--- src/rtl/i2c_codec_responder.sv ---
// I2C write-only target modelling the WM8731 control port: oversampled SCL/SDA,
// START/STOP decode, address match with ACK, and 7-bit-address/9-bit-data register writes.
module i2c_codec_responder #(
  parameter logic [6:0] DEV_ADDR  = 7'h1A,
  parameter int         NUM_REGS  = 10,
  parameter logic [6:0] RESET_REG = 7'h0F
) (
  input  logic       i_clk,
  input  logic       i_rst_n,
  input  logic       i_scl,
  input  logic       i_sda,
  output logic       o_sda_oe,
  input  logic [6:0] i_rd_addr,
  output logic [8:0] o_rd_data,
  output logic       o_reg_wr,
  output logic [6:0] o_reg_addr,
  output logic [8:0] o_reg_data,
  output logic [7:0] o_wr_cnt,
  output logic       o_busy,
  output logic [2:0] o_state
);
  localparam int         AW         = (NUM_REGS > 1) ? $clog2(NUM_REGS) : 1;
  localparam logic [6:0] NUM_REGS_A = 7'(NUM_REGS);

  typedef enum logic [2:0] {
    S_IDLE   = 3'd0,
    S_DEV    = 3'd1,
    S_ACK    = 3'd2,
    S_B1     = 3'd3,
    S_B2     = 3'd4,
    S_IGNORE = 3'd5
  } state_t;

  state_t     state, state_nxt, ret, ret_nxt;
  logic       scl_p0, scl_p1, scl_p2;
  logic       sda_p0, sda_p1, sda_p2;
  logic       scl_rise, scl_fall, start_det, stop_det;
  logic [3:0] bit_cnt, bit_cnt_nxt;
  logic [7:0] shreg, shreg_nxt;
  logic [6:0] wr_addr, wr_addr_nxt;
  logic       d8, d8_nxt;
  logic       oe_nxt, commit;
  logic [8:0] regs [NUM_REGS];

  // Synchroniser stages p0/p1 plus history p2; reset to the bus-idle level
  always_ff @(posedge i_clk or negedge i_rst_n) begin
    if (!i_rst_n) begin
      scl_p0 <= 1'b1; scl_p1 <= 1'b1; scl_p2 <= 1'b1;
      sda_p0 <= 1'b1; sda_p1 <= 1'b1; sda_p2 <= 1'b1;
    end else begin
      scl_p0 <= i_scl; scl_p1 <= scl_p0; scl_p2 <= scl_p1;
      sda_p0 <= i_sda; sda_p1 <= sda_p0; sda_p2 <= sda_p1;
    end
  end

  // SDA edges only count as START/STOP when SCL was stable high across the sample
  assign scl_rise  = scl_p1 & ~scl_p2;
  assign scl_fall  = ~scl_p1 & scl_p2;
  assign start_det = scl_p1 & scl_p2 & sda_p2 & ~sda_p1;
  assign stop_det  = scl_p1 & scl_p2 & ~sda_p2 & sda_p1;

  always_comb begin
    state_nxt   = state;
    ret_nxt     = ret;
    bit_cnt_nxt = bit_cnt;
    shreg_nxt   = shreg;
    wr_addr_nxt = wr_addr;
    d8_nxt      = d8;
    oe_nxt      = o_sda_oe;
    commit      = 1'b0;
    if (start_det) begin
      state_nxt   = S_DEV;
      bit_cnt_nxt = '0;
      oe_nxt      = 1'b0;
    end else if (stop_det) begin
      state_nxt   = S_IDLE;
      bit_cnt_nxt = '0;
      oe_nxt      = 1'b0;
    end else begin
      case (state)
        S_DEV, S_B1, S_B2: begin
          if (scl_rise && bit_cnt != 4'd8) begin
            shreg_nxt   = {shreg[6:0], sda_p1};
            bit_cnt_nxt = bit_cnt + 4'd1;
          end else if (scl_fall && bit_cnt == 4'd8) begin
            bit_cnt_nxt = '0;
            state_nxt   = S_ACK;
            oe_nxt      = 1'b1;
            if (state == S_DEV) begin
              ret_nxt = S_B1;
              if (shreg[7:1] != DEV_ADDR || shreg[0]) begin
                state_nxt = S_IGNORE;
                oe_nxt    = 1'b0;
              end
            end else if (state == S_B1) begin
              wr_addr_nxt = shreg[7:1];
              d8_nxt      = shreg[0];
              ret_nxt     = S_B2;
            end else begin
              commit  = 1'b1;
              ret_nxt = S_IGNORE;
            end
          end
        end
        S_ACK: begin
          if (scl_fall) begin
            oe_nxt    = 1'b0;
            state_nxt = ret;
          end
        end
        default: ;
      endcase
    end
  end

  // Control state and the commit stage into the register file
  always_ff @(posedge i_clk or negedge i_rst_n) begin
    if (!i_rst_n) begin
      state      <= S_IDLE;
      ret        <= S_IDLE;
      bit_cnt    <= '0;
      shreg      <= '0;
      wr_addr    <= '0;
      d8         <= 1'b0;
      o_sda_oe   <= 1'b0;
      o_reg_wr   <= 1'b0;
      o_reg_addr <= '0;
      o_reg_data <= '0;
      o_wr_cnt   <= '0;
      for (int i = 0; i < NUM_REGS; i++) regs[i] <= '0;
    end else begin
      state    <= state_nxt;
      ret      <= ret_nxt;
      bit_cnt  <= bit_cnt_nxt;
      shreg    <= shreg_nxt;
      wr_addr  <= wr_addr_nxt;
      d8       <= d8_nxt;
      o_sda_oe <= oe_nxt;
      o_reg_wr <= commit;
      if (commit) begin
        o_reg_addr <= wr_addr;
        o_reg_data <= {d8, shreg};
        o_wr_cnt   <= o_wr_cnt + 8'd1;
        if (wr_addr == RESET_REG) begin
          for (int i = 0; i < NUM_REGS; i++) regs[i] <= '0;
        end else if (wr_addr < NUM_REGS_A) begin
          regs[wr_addr[AW-1:0]] <= {d8, shreg};
        end
      end
    end
  end

  always_comb begin
    o_rd_data = '0;
    if (i_rd_addr < NUM_REGS_A) o_rd_data = regs[i_rd_addr[AW-1:0]];
  end

  assign o_busy  = (state != S_IDLE);
  assign o_state = state;
endmodule

--- config.mk ---
export PLATFORM = sky130hd
export DESIGN_NAME = i2c_codec_responder
export DESIGN_NICKNAME = d
export VERILOG_FILES = /design/src/rtl/i2c_codec_responder.sv
export SDC_FILE = /design/constraint.sdc
export NUM_CORES = 1
export LEC_CHECK = 0
export BUFFER_PORTS_ARGS = -buffer_cell sky130_fd_sc_hd__buf_2
export CAP_MARGIN = 20
export CORE_UTILIZATION = 45
export DETAILED_ROUTE_END_ITERATION = 8
export SKIP_CTS_REPAIR_TIMING = 1
export SYNTH_ARGS = -nofsm -noshare
export SYNTH_HDL_FRONTEND = slang
export SYNTH_SLANG_ARGS = --single-unit
--- constraint.sdc ---
create_clock -name i_clk -period 2.7 [get_ports i_clk]
set_input_delay 0.405 -clock i_clk [delete_from_list [all_inputs] [get_ports i_clk]]
set_output_delay 0.405 -clock i_clk [all_outputs]
set_load 0.01 [all_outputs]
== After elaboration in Yosys (flattened, before gate mapping) ==
Index checks and enable logic that the tools add are counted.

* Input port bits: 11
* Output and inout port bits: 39
* Bits in registers: 148
* Logic and storage cells: 117

* Reductions and logical operators: 16
* Bitwise gates (word level): 17
* Order comparisons: 5
* Muxes and demuxes: 39
* Equal/unequal tests: 11
* $add $sub $neg: 2

{| class="wikitable"
|+ Operator list
! cell !! count
|-
| 90-bit 2-to-1 mux || 2
|-
| 90-bit bitwise mux || 1
|-
| 9-bit binary-select mux with 4-bit select || 1
|-
| 9-bit demux with 4-bit select || 1
|-
| 9-bit 2-to-1 mux || 4
|-
| 3-bit 2-to-1 mux || 8
|-
| 4-bit 2-to-1 mux || 5
|-
| 4-bit != test, second input constant || 4
|-
| 1-bit 2-to-1 mux || 15
|-
| 7-bit by 4-bit < comparator with 1-bit output, second input constant || 2
|-
| 5-bit >= comparator, second input constant || 2
|-
| 4-bit NOT with 5-bit output || 2
|-
| 8-bit by 1-bit adder with 8-bit output, second input constant || 1
|-
| 1-bit NOT || 8
|-
| 4-bit AND reduction || 2
|-
| 4-bit nonzero test || 2
|-
| 1-bit bitwise AND || 7
|-
| 7-bit by 4-bit equality test with 1-bit output, second input constant || 1
|-
| 7-bit by 5-bit != test with 1-bit output, second input constant || 1
|-
| 7-bit AND reduction || 1
|-
| 3-bit by 2-bit equality test with 1-bit output, second input constant || 2
|-
| 3-bit one-hot mux with 2 select lines || 1
|-
| 3-bit nonzero test || 2
|-
| 5-bit by 1-bit < comparator with 1-bit output, second input constant || 1
|-
| other kinds (11) || 14
|}

== Longest topological paths before layout ==
* Depth in word-level cells: 9
* Gate-level depth with buffers: 10
* Mapped depth without buffers: 7

== Worst setup path before layout ==
OpenSTA, ideal clock, no wires.

* Path type: input-to-output
* From: input port i_rd_addr[0]
* To: output port o_rd_data[7]
* Path buffers: 2
* Arrival time: 1,697 ps
* Stages: 5
* Path slack: 598 ps
* Data required time: 2,295 ps
* Cells stage by stage: buf_2 > buf_2 > mux4_2 > mux2i_1 > o22ai_1

* Cells in the longest elaborated chain, start to end: 5
* Elaborated cells on any way between the ends: 6
* Classes of those cells: order compare: 1; mux: 4; bitwise: 1

{| class="wikitable"
|+ RTL lines
! item !! RTL line !! RTL
|-
| from (decl) || 13 || <nowiki>input logic [6:0] i_rd_addr,</nowiki>
|-
| 4-bit NOT with 5-bit output (implied by the code) || 155 || <nowiki>if (i_rd_addr < NUM_REGS_A) o_rd_data = regs[i_rd_addr[AW-1:0]];</nowiki>
|-
| 9-bit binary-select mux with 4-bit select || 155 ||
|-
| 9-bit 2-to-1 mux (implied by the code) (2 in series) || 155 ||
|-
| 9-bit 2-to-1 mux * || 155 ||
|-
| to (decl) || 14 || <nowiki>output logic [8:0] o_rd_data,</nowiki>
|}

Mark *: on every way between the ends. The rest lies on a longest branch, timed or not. The select of a mux whose other input is x is not followed.

== Worst setup path in the final report ==
* From: register bit_cnt[0]
* To: register regs[62] (netlist bit)

* Cells in the longest elaborated chain, start to end: 8
* Elaborated cells on any way between the ends: 10
* Classes of those cells: eq/ne: 2; mux: 5; reduce/logical: 3

{| class="wikitable"
|+ RTL lines
! item !! RTL line !! RTL
|-
| from (decl) || 38 || <nowiki>logic [3:0] bit_cnt, bit_cnt_nxt;</nowiki>
|-
| from (signal assigned) || 134 || <nowiki>bit_cnt <= bit_cnt_nxt;</nowiki>
|-
| 4-bit equality test || 85 || <nowiki>end else if (scl_fall && bit_cnt == 4'd8) begin</nowiki>
|-
| 1-bit logical AND || 85 ||
|-
| 1-bit 2-to-1 mux || 85 ||
|-
| 1-bit 2-to-1 mux * || 82 || <nowiki>if (scl_rise && bit_cnt != 4'd8) begin</nowiki>
|-
| 1-bit 2-to-1 mux * || 80 || <nowiki>case (state)</nowiki>
|-
| 1-bit 2-to-1 mux * || 75 || <nowiki>end else if (stop_det) begin</nowiki>
|-
| 1-bit 2-to-1 mux * || 71 || <nowiki>if (start_det) begin</nowiki>
|-
| 2-bit AND reduction (no source line) * || n/a ||
|-
| to (signal, indexed assignment) || 147 || <nowiki>regs[wr_addr[AW-1:0]] <= {d8, shreg};</nowiki>
|-
| to (decl) || 43 || <nowiki>logic [8:0] regs [NUM_REGS];</nowiki>
|}

Mark *: on every way between the ends. The rest lies on a longest branch, timed or not.
A chain may end at the register's enable or synchronous reset.

==> qor.yml <==
global_route:
  grt_first_pass_wirelength_mm: 28.3
  grt_overflow_total: 0
  grt_pass1_vias: 5019
  antenna_found_initial: 0
  grt_max_degree: 63
  grt_use_total_pct: 23.8
routing:
  drt_first_iter_violations: 445
  first_pass_iters: 5
  wirelength_mm: 17.7
  ant_nets: 0
  routed_via_density: 6.23
  wire_per_inst_um: 22.7
  num_vias: 4840
  drc_errors: 0
timing:
  finalCritPeriodShare_pct: 86.1
  period_needed_ns: 2.32
  hold_viol_final: 0
  fin_ws_ns: 0.376
  setup_viol: 0
  setup_tns_ns: 0
  skew_ns: 0.00938
  holdWs_ns: 0.0784
  rsz0062_at_grt: "no"
  slew_viol_final: 0
  fmax_mhz: 430
  worstMarginPinSlew_ns: 0.734
  max_slew_margin_pct: 51.1
critical_path:
  cp-start-kind: "flip-flop"
  required_ns: 3.06
  end_kind: "flip-flop"
  worstPathArrival_ns: 2.68
  crit_type: "flip-flop to flip-flop"
  r2r_slack_ns: 0.38
  rr_worst_depth: 6
  r2r_end: "regs[62]$_DFFE_PN0P_"
  cp_max_fo: 16
  reg2reg_from: "bit_cnt[0]$_DFFE_PN0P_"
yosys:
  synthDistinctLibCells: 64
  netlist.area_leader.share_pct: 51.2
  ys_ff_latch: 148
  postSynthAreaPerCell_um2: 13.1
  syn_nets: 544
  synth-async-reset-ratio_pct: 100
  seq_area_frac_synth_pct: 53.5
  ys_warn_count: 0
  synth_common_cells: "dfrtp_1, a22o_1, nand2_1"
  synth_most_common_cell: "dfrtp_1"
  netlist_area_mm2: 0.00694
  synth_edf_count: 0
  syn_inst: 530
  synth_flop_cell: "dfrtp_1"
  synthTopCellsByArea: "dfrtp_1, a22o_1, mux4_2"
  yosysTopAreaCell: "dfrtp_1"
power_and_ir_drop:
  power.density_mw_per_mm2: 659
  power_leakage_nw: 3.76
  power_mw: 5.22
  vdd_ir_drop_max_uv: 451
run_status:
  status: "completed"
floorplan:
  row_count: 45
  die_y_um: 126
  pin_count: 50
  start_util_pct: 45.8
  core_area_mm2: 0.0151
  dieArea_mm2: 0.0159
  die_w_um: 126
layout:
  area_growth_pct: 14.2
  nets: 590
  final_layout_size_suffix_gt1_share_pct: 27.2
  antennaDiodeCount: 0
placed_design:
  port_buffers: 49
  gp_congestion: 0.866
  place_ws_ns: 0.401
  post-dp-hpwl_mm: 11.8
clocking:
  cts_buffers: 17
  root_buffer: "clkbuf_16"
  clk_pin_slew_worst_paths_ns: 0.06
  clockBufferDepth: 2
  cts_tree: "done"
  h-tree-depth: 4
  clock_sinks: 148
  clk_latency_ns: 0.43
hold_path:
  hold_class: "input port to flip-flop"
  min_path_cells: 1
  holdCritStartpoint: "i_sda"
  worstHoldEndpoint: "sda_p0$_DFF_PN1_"
flow_run:
  maxCapViolCount: 0
## critical path, cell delays in order (launching register included)
cell	delay (ns)
dfrtp_1	0.42
inv_1	0.07
ha_1	0.16
and3b_1	0.37
and4_4	0.52
and3_1	0.48
a22o_1	0.23
## layout by cell type (no fill, tap or decap), types with 10 or more instances in the layout
master,count
buf_4,15
nand2_1,59
mux4_2,18
buf_2,48
clkbuf_16,17
dfrtp_1,142
o22ai_1,10
mux2i_1,19
a32o_1,17
a22o_1,75
## state kept, by name, summed over array words and instances, names as in the netlist
name,count
o_reg_data,9
sda_p1,1
o_reg_addr,7
scl_p0,1
bit_cnt,4
o_state,3
o_reg_wr,1
sda_p0,1
o_wr_cnt,8
o_sda_oe,1
d8,1
regs,90
ret,3
shreg,8
scl_p1,1
wr_addr,7
scl_p2,1
sda_p2,1
## routing by layer
metal / GRT usage, % / part of all wire (%) / up-vias
met5: 0 / 0 / -
li1: - / - / 2115
met2: 38.0 / 49 / 198
met3: 5.90 / 5.4 / 37
met1: 30.1 / 41 / 2490
met4: 12.5 / 4.4 / 0
## stage by stage
| step | std cells | instance area, um^2 | util, % |
|---|---|---|---|
| detailed placement | 744 | 7350 | 48.5 |
| CTS | 776 | 7920 | 52.3 |
| global placement | 744 | 7350 | 48.5 |
| floorplan | 530 | 6940 | - |
| global route | 777 | 7930 | 52.4 |
| finish | 777 | 7930 | 52.4 |
## layout make-up
cell class              count  area (um^2)
fillers                  1272         7220
flip-flops and latches    148         3710
multi-input cells         335         2970
clock buffers              17          425
repair buffers             67          414
well taps                 188          235
clock inverters            15          145
inverters                   7         26.3
## cells by family (layout without fill, tap and decap cells)
| logic type | count (synthesis) | in the layout | synth area share [%] |
|---|---|---|---|
| flip-flops | 148 | 148 | 53.5 |
| AO/OA/AOI/OAI | 137 | 137 | 18.3 |
| AND/OR/NAND/NOR | 133 | 133 | 11.6 |
| multiplexers | 54 | 54 | 11.3 |
| buffers and inverters | 47 | 106 | 3.84 |
| XOR/XNOR | 8 | 8 | 1.01 |
| adder cells (fa/ha/maj) | 3 | 3 | 0.541 |
## worst max path at each step
stage | start | end | slack (ns) | depth (start not counted)
detailed placement | bit_cnt[0]$_DFFE_PN0P_ | regs[62]$_DFFE_PN0P_ | 0.40 | 6
floorplan | i_rd_addr[0] | o_rd_data[7] | 0.60 | 5
global placement | bit_cnt[0]$_DFFE_PN0P_ | regs[35]$_DFFE_PN0P_ | 0.43 | 6
global route | bit_cnt[0]$_DFFE_PN0P_ | regs[62]$_DFFE_PN0P_ | 0.22 | 6
finish | bit_cnt[0]$_DFFE_PN0P_ | regs[62]$_DFFE_PN0P_ | 0.38 | 6
CTS | bit_cnt[0]$_DFFE_PN0P_ | regs[62]$_DFFE_PN0P_ | 0.37 | 6
## report_power, final
part	total [mW]	switching [mW]	internal [mW]
clock	2.30	1.01	1.29
combinational	0.565	0.360	0.205
sequential	2.36	0.0739	2.28
total	5.22	1.45	3.78
Note: power is estimated with default switching activity, not from simulation.
